$ cat src/rtl/csa_serial_adder.sv
// Multi-cycle carry-select adder: one 4-bit slice per clock, N = WIDTH/4 cycles per sum.
// Optional signed-overflow output enabled by defining CSA_OVF_EN.
module csa_serial_adder #(
  parameter int unsigned WIDTH = 16
) (
  input  logic             clk,
  input  logic             rst_n,
  input  logic             in_valid,
  output logic             in_ready,
  input  logic [WIDTH-1:0] a,
  input  logic [WIDTH-1:0] b,
  input  logic             cin,
  output logic             out_valid,
  input  logic             out_ready,
  output logic [WIDTH-1:0] sum,
  output logic             cout
`ifdef CSA_OVF_EN
  ,
  output logic             ovf
`endif
);

  localparam int unsigned N    = WIDTH / 4;
  localparam int unsigned IdxW = (N > 1) ? $clog2(N) : 1;
  localparam logic [IdxW-1:0] LastIdx = IdxW'(N - 1);

  if (((WIDTH % 4) != 0) || (WIDTH < 4)) begin : g_width_check
    $error("csa_serial_adder: WIDTH must be a multiple of 4 and at least 4");
  end

  typedef enum logic [1:0] {
    StIdle,
    StRun,
    StDone
  } state_e;

  state_e           state_q, state_d;
  logic [WIDTH-1:0] a_q, a_d;
  logic [WIDTH-1:0] b_q, b_d;
  logic             carry_q, carry_d;
  logic [IdxW-1:0]  idx_q, idx_d;
  logic [WIDTH-1:0] sum_q, sum_d;
  logic             cout_q, cout_d;

  // Bit offset of the nibble handled this cycle.
  logic [IdxW+1:0]  base;
  logic [3:0]       a_nib, b_nib;
  logic [4:0]       s0, s1, pick;

  assign base  = {idx_q, 2'b00};
  assign a_nib = a_q[base +: 4];
  assign b_nib = b_q[base +: 4];
  assign s0    = {1'b0, a_nib} + {1'b0, b_nib};
  assign s1    = s0 + 5'd1;
  assign pick  = carry_q ? s1 : s0;

  always_comb begin
    state_d = state_q;
    a_d     = a_q;
    b_d     = b_q;
    carry_d = carry_q;
    idx_d   = idx_q;
    sum_d   = sum_q;
    cout_d  = cout_q;

    unique case (state_q)
      StIdle: begin
        if (in_valid) begin
          a_d     = a;
          b_d     = b;
          carry_d = cin;
          idx_d   = '0;
          state_d = StRun;
        end
      end
      StRun: begin
        sum_d[base +: 4] = pick[3:0];
        carry_d          = pick[4];
        if (idx_q == LastIdx) begin
          cout_d  = pick[4];
          state_d = StDone;
        end else begin
          idx_d = idx_q + 1'b1;
        end
      end
      StDone: begin
        if (out_ready) begin
          state_d = StIdle;
        end
      end
      default: state_d = StIdle;
    endcase
  end

  always_ff @(posedge clk) begin
    if (!rst_n) begin
      state_q <= StIdle;
      a_q     <= '0;
      b_q     <= '0;
      carry_q <= 1'b0;
      idx_q   <= '0;
      sum_q   <= '0;
      cout_q  <= 1'b0;
    end else begin
      state_q <= state_d;
      a_q     <= a_d;
      b_q     <= b_d;
      carry_q <= carry_d;
      idx_q   <= idx_d;
      sum_q   <= sum_d;
      cout_q  <= cout_d;
    end
  end

`ifdef CSA_OVF_EN
  logic ovf_q, ovf_d;
  logic carry_msb;

  // Carry into the top bit recovered from the top sum bit of the last slice.
  assign carry_msb = pick[3] ^ a_nib[3] ^ b_nib[3];

  always_comb begin
    ovf_d = ovf_q;
    if ((state_q == StRun) && (idx_q == LastIdx)) begin
      ovf_d = carry_msb ^ pick[4];
    end
  end

  always_ff @(posedge clk) begin
    if (!rst_n) begin
      ovf_q <= 1'b0;
    end else begin
      ovf_q <= ovf_d;
    end
  end

  assign ovf = ovf_q;
`endif

  assign in_ready  = (state_q == StIdle);
  assign out_valid = (state_q == StDone);
  assign sum       = sum_q;
  assign cout      = cout_q;

endmodule

$ cat config.mk
export PLATFORM = sky130hd
export DESIGN_NAME = csa_serial_adder
export DESIGN_NICKNAME = d
export VERILOG_FILES = /design/src/rtl/csa_serial_adder.sv
export SDC_FILE = /design/constraint.sdc
export NUM_CORES = 1
export LEC_CHECK = 0
export BUFFER_PORTS_ARGS = -buffer_cell sky130_fd_sc_hd__buf_2
export CORE_MARGIN = 3
export CORE_UTILIZATION = 53
export CTS_CLUSTER_DIAMETER = 50
export CTS_CLUSTER_SIZE = 25
export DETAILED_ROUTE_END_ITERATION = 12
export PLACE_DENSITY = 0.9
export SLEW_MARGIN = 15
export SYNTH_ARGS = -nofsm -noshare
export SYNTH_HDL_FRONTEND = slang
export SYNTH_SLANG_ARGS = --single-unit
export TNS_END_PERCENT = 30
$ cat constraint.sdc
create_clock -name clk -period 3.8 [get_ports clk]
set_clock_uncertainty 0.05 [all_clocks]
set_input_delay 0.76 -clock clk [delete_from_list [all_inputs] [get_ports clk]]
set_output_delay 0.76 -clock clk [all_outputs]
set_load 0.005 [all_outputs]
## After elaboration in Yosys (flattened, before gate mapping)

Cells that the tools add are included.

| cells by class | value |
|---|---|
| add/subtract/negate cells | 4 |
| equal/unequal tests | 7 |
| shifts and indexed selects | 4 |
| multiplexer cells | 11 |
| reduce and logical (&&, ||, !) cells | 7 |

Operators by type and width:

| kind | count |
|---|---|
| $shiftx 16x5->4 | 2 |
| $bwmux 16 | 1 |
| $shift 4x6->16 const A | 1 |
| $shiftx 4x6->16 | 1 |
| $mux 2 | 5 |
| $ne 2x2->1 const B | 3 |
| $neg 4->6 | 1 |
| $pmux 2 s3 | 1 |
| $reduce_and 2->1 | 3 |
| $reduce_and 3->1 | 2 |
| $add 4x4->5 | 1 |
| $add 5x1->5 const B | 1 |
| $mux 5 | 1 |
| $eq 2x2->1 const B | 2 |
| $pmux 2 s2 | 1 |
| $add 2x1->2 const B | 1 |
| $eq 2x1->1 const B | 1 |
| $logic_not 2->1 | 1 |
| $ne 2x1->1 const B | 1 |
| $pmux 1 s2 | 1 |
| $reduce_bool 2->1 | 1 |
| $mux 1 | 1 |

| storage, ports and cells | value |
|---|---|
| register bits | 54 |
| bits of input ports | 37 |
| output and inout bits | 19 |
| logic and storage cells | 40 |

## Depth between registers and ports, before layout

Gate-level depths: netlist of run 1.

| depth | value |
|---|---|
| depth in word-level cells | 6 |
| gate-level depth with buffers | 11 |
| mapped depth without buffers | 10 |

## Least setup slack after synthesis of run 1

Ideal clock, no wire load.

| timing | value |
|---|---|
| path type | reg2reg |
| start point | reg idx_q[0] |
| end point | reg cout_q, in the netlist cout |
| library setup time | 66 ps |
| arrival | 3028 ps |
| required time | 3684 ps |
| setup slack | 656 ps |
| stages on the path, launching flop included | 12 |
| buffers on the path | 1 |
| period minus slack after synthesis | 3144 ps |
| cells stage by stage | dfxtp_1 -> buf_2 -> mux4_2 -> ha_1 -> inv_1 -> fa_1 -> inv_1 -> ha_1 -> nand3_2 -> o311ai_1 -> or3b_1 -> a21oi_2 |

| between the ends | value |
|---|---|
| longest elaborated chain between the ends | 4 |
| elaborated cells on any way between the ends | 7 |
| classes of those cells | add/sub: 2; eq/ne: 1; shift: 2; mux: 1; reduce/logical: 1 |

Ends and longest elaborated chain:

| element | RTL line | text |
|---|---|---|
| start, declared | 41 | `logic [IdxW-1:0] idx_q, idx_d;` |
| start signal, assigned | 109 | `idx_q <= idx_d;` |
| $shiftx 16x5->4 (on tied branches) | 51, 52 |  |
| $add 4x4->5 | 53 | `assign s0 = {1'b0, a_nib} + {1'b0, b_nib};` |
| $add 5x1->5 | 54 | `assign s1 = s0 + 5'd1;` |
| $mux 5 | 55 | `assign pick = carry_q ? s1 : s0;` |
| end signal, assigned | 111 | `cout_q <= cout_d;` |
| end, declared | 43 | `logic cout_q, cout_d;` |

Several ways; a longest one is shown, not always the timed one.
A chain may end at the register's enable or synchronous reset.

## Worst setup path in the final report of run 1

Same ends and word-level chain as after synthesis.

==> key figures, run 1 <==
Status
  • Run status: finished, final reports clean

Layout
  • Final standard cell area without fillers: around 0.0029 mm2
  • Count of nets after finishing: 385
  • Number of diodes added for antenna fixing: 0
  • P&R area growth vs syn: 16.8%
  • Post-layout util: 0.651
  • Fraction of layout instances using a drive strength above 1: 0.241

Place
  • Total of buffers placed on input and output ports: 55
  • Worst setup slack before clock tree synthesis: a little under 0.7 ns
  • Placed wire-length estimate: about 4000 um
  • Placer congestion estimate: 0.847
  • Cell area after placement: 0.00278 mm2

Setup path
  • Delay-heaviest family, CP: adder cells
  • Cell type with the highest occurrence count on the critical path: sky130_fd_sc_hd__inv_1
  • Critical-path cell with the highest stage delay: sky130_fd_sc_hd__mux4_2
  • Buffers and inverters on the worst path: 3
  • WP data required: 3.99 ns
  • Maximum fanout along the worst path: 13
  • Data arrival, critical path: approximately 3.3 ns
  • Class of the most critical setup path: flop to flop
  • Kind of end point of the critical path: flop
  • CP Launch Type: flop
  • Ordered cell list for the critical path: buf_4 -> mux4_2 -> inv_1 -> fa_1 -> inv_1 -> ha_1 -> nand3_2 -> o311ai_1 -> or3b_1 -> a21oi_2
  • Slowest stage delay, CP: 0.55 ns

Die
  • Total Die Area: 0.00553 mm2
  • Total I/O pin count: 56
  • Starting utilization of the core area: 0.557
  • Width of the die: approximately 74 um
  • Core Footprint: 0.00444 mm2
  • Die Ht: 74.4 um
  • Number of placement rows: 24

Timing
  • Max-slew headroom at the worst pin: 0.349
  • Setup TNS: 0 ns
  • Final number of hold-violating endpoints: 0
  • Setup violators final: 0
  • Final number of max-transition violations: 0
  • Period utilization: 0.815
  • Setup repair after global routing missed its margin: false
  • Max frequency: 323 MHz
  • Post-layout minimum cycle time: about 3.1 ns
  • Tightest Pin Transition: a little under 1 ns
  • Min setup slack post-route: 0.704 ns

Power and ir drop
  • Static leakage: roughly 1.2 nW
  • Power per cell area: between 400 and 500 mW/mm2
  • Total power of the final layout: 0.00117 W
  • VDD IR max: 257 uV

Route
  • Via count: 2108
  • Final antenna-violating net count: 0
  • First-iteration detailed-routing DRC count: around 130
  • First drt pass iteration count: 4
  • Mean routed wirelength per cell: about 14 um
  • Wire length after detailed routing: 5260 um
  • Detailed-route DRC error count: 0
  • Average via count per standard cell: 5.43

Min path
  • Classification of the worst-slack hold path: flop to flop

Yosys
  • Main synth FF type: sky130_fd_sc_hd__dfxtp_1
  • Flip-flop and latch count after synthesis: 54
  • Synth cell types: 37
  • Post-Synthesis Cells: 286
  • Avg Inst Size Synth: 8.66 um2
  • Number of flops mapped to enable cells by yosys: 0
  • Register area share after synthesis: 0.436
  • Syn Nets: ~340
  • Yosys warning count: 0
  • FFs w/ async S/R, synth: 0
  • Post-synthesis cell area: 0.00248 mm2

GRT
  • Aggregate global-route resource usage: 0.206
  • Antenna violations before repair: 0
  • First-pass GRT wire length: 8820 um
  • Maximum number of pins on one net before global-route repair: 34
  • Global-route congestion overflow total: 0
  • Number of global-route vias before repair: 2035

Job
  • Max-cap violation count: 0

Clocking
  • Number of gates given a new drive strength after cts: 0
  • Reg clk slew, reported paths: 0.09 ns
  • Count of hold buffers inserted by post-cts repair: 0
  • CTS tree: yes
  • Worst-skew pair later-pin latency: 0.31 ns
  • H-Tree Level Count: 2
  • Deepest clock path buffer count: 2
  • TritonCTS Buffers: 5
  • Postcts setup bufs: 0
  • Clk sink count: 54
  • Clock root buffer master: sky130_fd_sc_hd__clkbuf_8
==> worst register-to-register path: stages, from the launching register on <==
cell	delay (ns)
sky130_fd_sc_hd__dfxtp_1	0.48
sky130_fd_sc_hd__buf_4	0.27
sky130_fd_sc_hd__mux4_2	0.55
sky130_fd_sc_hd__inv_1	0.10
sky130_fd_sc_hd__fa_1	0.40
sky130_fd_sc_hd__inv_1	0.09
sky130_fd_sc_hd__ha_1	0.19
sky130_fd_sc_hd__nand3_2	0.10
sky130_fd_sc_hd__o311ai_1	0.29
sky130_fd_sc_hd__or3b_1	0.39
sky130_fd_sc_hd__a21oi_2	0.11
==> flip-flops by register name, summed over array words and instances, names as in the netlist <==
register / count
idx_q: 2
carry_q: 1
cout: 1
sum: 16
b_q: 16
a_q: 16
state_q: 2
==> layer usage <==
layer	vias up	GRT usage	wire length, um
li1	1069	-	-
met1	966	0.234	2190
met2	60	0.361	2630
met3	13	0.0568	302
met4	0	0.0909	139
met5	-	0	0
==> cell families (layout without fill, tap and decap cells) <==
group	Yosys count	count (layout)	synth area share
adders and majority gates	12	12	0.0636
buffers and inverters	25	75	0.0409
AOI/OAI and AO/OA	60	60	0.148
DFF	54	54	0.436
xor gates and xnor gates	5	5	0.0207
muxes	9	9	0.0768
and+or+nand+nor	121	121	0.214
==> cell usage after synthesis, drive strengths merged (2+ instances only) <==
cell    instances  area share
nand2          78        0.12
dfxtp          54        0.44
a21oi          36       0.074
nor2           22       0.033
a22oi          13       0.039
clkbuf         11       0.017
ha             11       0.056
inv             9       0.014
mux4            8       0.073
o21ai           6       0.012
buf             5       0.010
nand3           5       0.012
nor3            3      0.0061
xnor2           3       0.014
and4            2      0.0071
nand2b          2      0.0050
nor2b           2      0.0050
xor2            2      0.0071
==> cell type report <==
class / instances / area [um2]
Clock buffer: 6 / 82.6
Clock inverter: 1 / 30.0
Fill cell: 384 / 1550
Inverter: 9 / 33.8
Multi-Input combinational cell: 207 / 1290
Sequential cell: 54 / 1080
Tap cell: 52 / 65.1
Timing Repair Buffer: 59 / 305
==> per-stage QoR <==
stage          hold WS (ns)  std cells
2_1_floorplan         0.383        286
3_3_place_gp          0.390        381
3_5_place_dp          0.397        381
4_1_cts               0.409        388
5_1_grt               0.428        388
6_report              0.409        388
==> worst paths after layout <==
check | slack [ns] | depth (start not counted) | startpoint | end
worst min-delay path | 0.41 | 2 | a_q[15]$_SDFFE_PN0P_ | a_q[15]$_SDFFE_PN0P_
worst max-delay path | 0.70 | 10 | idx_q[0]$_SDFFE_PN0P_ | cout$_SDFFE_PN0P_
worst min register to register | 0.41 | 2 | a_q[15]$_SDFFE_PN0P_ | a_q[15]$_SDFFE_PN0P_
worst max register to register | 0.70 | 10 | idx_q[0]$_SDFFE_PN0P_ | cout$_SDFFE_PN0P_
==> report_power, final <==
group          leakage, nW  switching, W  total [W]  internal [W]
clock               0.0573      0.000182   0.000393      0.000211
sequential           0.441     0.0000172   0.000607      0.000590
combinational        0.715     0.0000940   0.000166     0.0000715
total                 1.21      0.000293    0.00117      0.000873
==> placed cells by master (no fill, tap or decap) <==
cell	Yosys	layout
sky130_fd_sc_hd__and2_1	1	1
sky130_fd_sc_hd__inv_1	9	9
sky130_fd_sc_hd__nor4b_2	1	1
sky130_fd_sc_hd__nand2_1	78	78
sky130_fd_sc_hd__xor2_1	2	2
sky130_fd_sc_hd__nor3b_2	1	1
sky130_fd_sc_hd__xnor2_2	1	1
sky130_fd_sc_hd__fa_1	1	1
sky130_fd_sc_hd__dfxtp_1	54	54
sky130_fd_sc_hd__bufinv_16	0	1
sky130_fd_sc_hd__xnor2_1	2	2
sky130_fd_sc_hd__a22oi_1	13	13
sky130_fd_sc_hd__mux4_2	8	8
sky130_fd_sc_hd__ha_1	11	11
sky130_fd_sc_hd__o221ai_1	1	1
sky130_fd_sc_hd__and4_1	2	2
sky130_fd_sc_hd__clkbuf_8	0	6
sky130_fd_sc_hd__a211oi_2	1	1
sky130_fd_sc_hd__buf_2	5	55
sky130_fd_sc_hd__nand4_1	1	1
sky130_fd_sc_hd__a21oi_1	35	35
sky130_fd_sc_hd__nor3_1	3	3
sky130_fd_sc_hd__o21ba_4	1	1
sky130_fd_sc_hd__nand3_1	4	4
sky130_fd_sc_hd__nor2_1	22	22
sky130_fd_sc_hd__or3b_1	1	1
sky130_fd_sc_hd__nand2b_1	2	2
sky130_fd_sc_hd__and4b_1	1	1
sky130_fd_sc_hd__nand3_2	1	1
sky130_fd_sc_hd__mux2i_1	1	1
sky130_fd_sc_hd__buf_4	0	4
sky130_fd_sc_hd__a2111oi_0	1	1
sky130_fd_sc_hd__o21ai_1	4	4
sky130_fd_sc_hd__a21oi_2	1	1
sky130_fd_sc_hd__o21ai_0	2	2
sky130_fd_sc_hd__nor2b_1	2	2
sky130_fd_sc_hd__and2b_1	1	1
sky130_fd_sc_hd__o311ai_1	1	1
Power figures use the tool's default switching activity.
==> run 2, diff against run 1 <==
--- a/config.mk
+++ b/config.mk
@@ -7,11 +7,11 @@
 export LEC_CHECK = 0
 export BUFFER_PORTS_ARGS = -buffer_cell sky130_fd_sc_hd__buf_2
 export CORE_MARGIN = 3
-export CORE_UTILIZATION = 53
+export CORE_UTILIZATION = 48
 export CTS_CLUSTER_DIAMETER = 50
 export CTS_CLUSTER_SIZE = 25
 export DETAILED_ROUTE_END_ITERATION = 12
-export PLACE_DENSITY = 0.9
+export PLACE_DENSITY = 0.87
 export SLEW_MARGIN = 15
 export SYNTH_ARGS = -nofsm -noshare
 export SYNTH_HDL_FRONTEND = slang
==> constraint.sdc (replaced) <==
create_clock -name clk -period 2.7 [get_ports clk]
set_clock_uncertainty 0.05 [all_clocks]
set_input_delay 0.54 -clock clk [delete_from_list [all_inputs] [get_ports clk]]
set_output_delay 0.54 -clock clk [all_outputs]
set_load 0.005 [all_outputs]
==> run 2 against run 1 <==
Compared with the run above: register-to-register slack got worse by 0.86 ns; sequential cell count did not move; critical path depth did not move; the flow now finishes with violations (negative setup slack); worst setup slack worse by 0.86 ns; global-route usage is 1.5 points lower; final area increased by 7.5%; largest power group unchanged.
==> key figures, run 2 (synthesized netlist as in run 1, its figures left out) <==
Setup path
  • Data arrival, critical path: 3.05 ns
  • Critical-path cell with the highest stage delay: sky130_fd_sc_hd__mux4_2
  • Ordered cell list for the critical path: mux4_2 -> ha_4 -> inv_2 -> fa_1 -> inv_2 -> ha_4 -> nand3_4 -> o311ai_4 -> or3b_4 -> a21oi_2
  • Kind of end point of the critical path: flop
  • Slowest stage delay, CP: 0.54 ns
  • WP data required: approximately 2.9 ns
  • Class of the most critical setup path: flop to flop
  • CP Launch Type: flop
  • Maximum fanout along the worst path: 5

GRT
  • Met3 GRT Util: 0.0534
  • Aggregate global-route resource usage: 0.191
  • First-pass GRT wire length: 9360 um
  • Met2 capacity usage during global routing: 0.342
  • Maximum number of pins on one net before global-route repair: 34
  • Antenna violations before repair: 0
  • Global-route congestion overflow total: 0
  • GR peak layer: met2
  • Met1 track demand over resource in global routing: 0.221
  • Number of global-route vias before repair: 2163

Clocking
  • Worst-skew pair later-pin latency: a little over 0.3 ns
  • TritonCTS Buffers: 5
  • Deepest clock path buffer count: 2
  • Clk sink count: 54
  • Count of hold buffers inserted by post-cts repair: 0
  • Reg clk slew, reported paths: 0.10 ns
  • Clock root buffer master: sky130_fd_sc_hd__clkbuf_8
  • H-Tree Level Count: 2
  • CTS tree: yes

Status
  • Violated checks: negative setup slack
  • Run status: finished with violations

Power and ir drop
  • VDD IR max: 390 uV
  • Static leakage: ~1.3 nW
  • Total power of the final layout: 0.00159 W
  • Power per cell area: 513 mW/mm2

Route
  • Mean routed wirelength per cell: 14.0 um
  • Final antenna-violating net count: 0
  • First drt pass iteration count: 4
  • Wire length after detailed routing: slightly below 6000 um
  • Detailed-route DRC error count: 0
  • First-iteration detailed-routing DRC count: 120
  • Via count: 2237
  • Average via count per standard cell: approximately 5.3

Layout
  • Number of diodes added for antenna fixing: 0
  • Count of nets after finishing: around 400
  • Top library cells by usage in the layout, fill and taps aside: sky130_fd_sc_hd__nand2_1 (78), sky130_fd_sc_hd__buf_2 (55), sky130_fd_sc_hd__dfxtp_1 (53), sky130_fd_sc_hd__a21oi_1 (35), sky130_fd_sc_hd__nor2_1 (22)
  • Layout filler cell count: 408
  • Register Area: 0.00108 mm2
  • Fraction of layout instances using a drive strength above 1: 0.308
  • P&R area growth vs syn: 25.5%
  • Most common cell after layout, fill and taps aside: sky130_fd_sc_hd__nand2_1
  • Multi-input gate area: 0.00138 mm2

Die
  • Width of the die: ~78 um
  • Core Footprint: 0.00485 mm2
  • Die Ht: just under 80 um
  • Total I/O pin count: 56
  • Number of placement rows: 25
  • Starting utilization of the core area: 0.511
  • Total Die Area: 0.00606 mm2

Place
  • Worst setup slack before clock tree synthesis: -0.113 ns
  • Total of buffers placed on input and output ports: between 50 and 60
  • Placer congestion estimate: 0.850
  • Placed wire-length estimate: about 4100 um

Timing
  • Post-layout minimum cycle time: 2.85 ns
  • Setup TNS: -0.747 ns
  • Setup violators final: 6
  • Setup repair after global routing missed its margin: true
  • Period utilization: 1.06
  • Final number of hold-violating endpoints: 0
  • Tightest Pin Transition: slightly above 0.5 ns
  • Min setup slack post-route: -0.153 ns
  • Final number of max-transition violations: 0
  • Max-slew headroom at the worst pin: 0.662
  • Max frequency: 351 MHz

Min path
  • Classification of the worst-slack hold path: primary input to flop

Job
  • Max-cap violation count: 0
-- run 2: where the power goes --
part | switching (W) | total [W] | internal [W]
Clock | 0.000254 | 0.000438 | 0.000184
Combinational | 0.000163 | 0.000302 | 0.000140
Sequential | 0.0000242 | 0.000855 | 0.000830
-- run 2: critical path: cells and delay by family (launching register included) --
family,cells,cell delay [ns]
multiplexers,1,0.54
AND/OR/NAND/NOR,2,0.50
flip-flops,1,0.39
AO/OA/AOI/OAI,2,0.38
buffers and inverters,2,0.16
adder cells (fa/ha/maj),3,0.78
-- run 2: layout make-up --
class / count / share of cell area
tap: 67 / 0.0270
timing repair buffer: 76 / 0.142
multi-input combinational: 207 / 0.445
sequential: 54 / 0.349
clock inverter: 1 / 0.00241
clock buffer: 7 / 0.0245
inverter: 9 / 0.0109
-- run 2: metrics by stage --
stage,instance area (um2),instances,hold WS [ns],utilization
final,3110,421,0.408,0.641
after floorplan,2500,286,0.383,-
after global placement,2890,405,0.389,0.595
after global routing,3110,421,0.395,0.641
after CTS,3010,418,0.406,0.622
after detailed placement,2890,405,0.398,0.595
-- run 2: final timing paths --
kind / start / to / slack [ns] / cells past startpoint
worst max-delay path: idx_q[0]$_SDFFE_PN0P_ / cout$_SDFFE_PN0P_ / -0.15 / 10
worst min-delay path: b[3] / b_q[3]$_SDFFE_PN0P_ / 0.41 / 3
worst max register to register: idx_q[0]$_SDFFE_PN0P_ / cout$_SDFFE_PN0P_ / -0.15 / 10
worst min register to register: b_q[7]$_SDFFE_PN0P_ / b_q[7]$_SDFFE_PN0P_ / 0.41 / 2
-- run 2: what timing repair did --
item | CTS | global route
resized for setup | 1 | 16
setup endpoints to repair | 2 | 14
pin swaps | 4 | 10
setup buffers | 5 | 3
-- run 2: per-layer routing --
metal / vias to the layer above / share of wire
met5: - / 0
met1: 1041 / 0.40
met3: 17 / 0.059
met2: 68 / 0.52
met4: 0 / 0.021
li1: 1111 / -
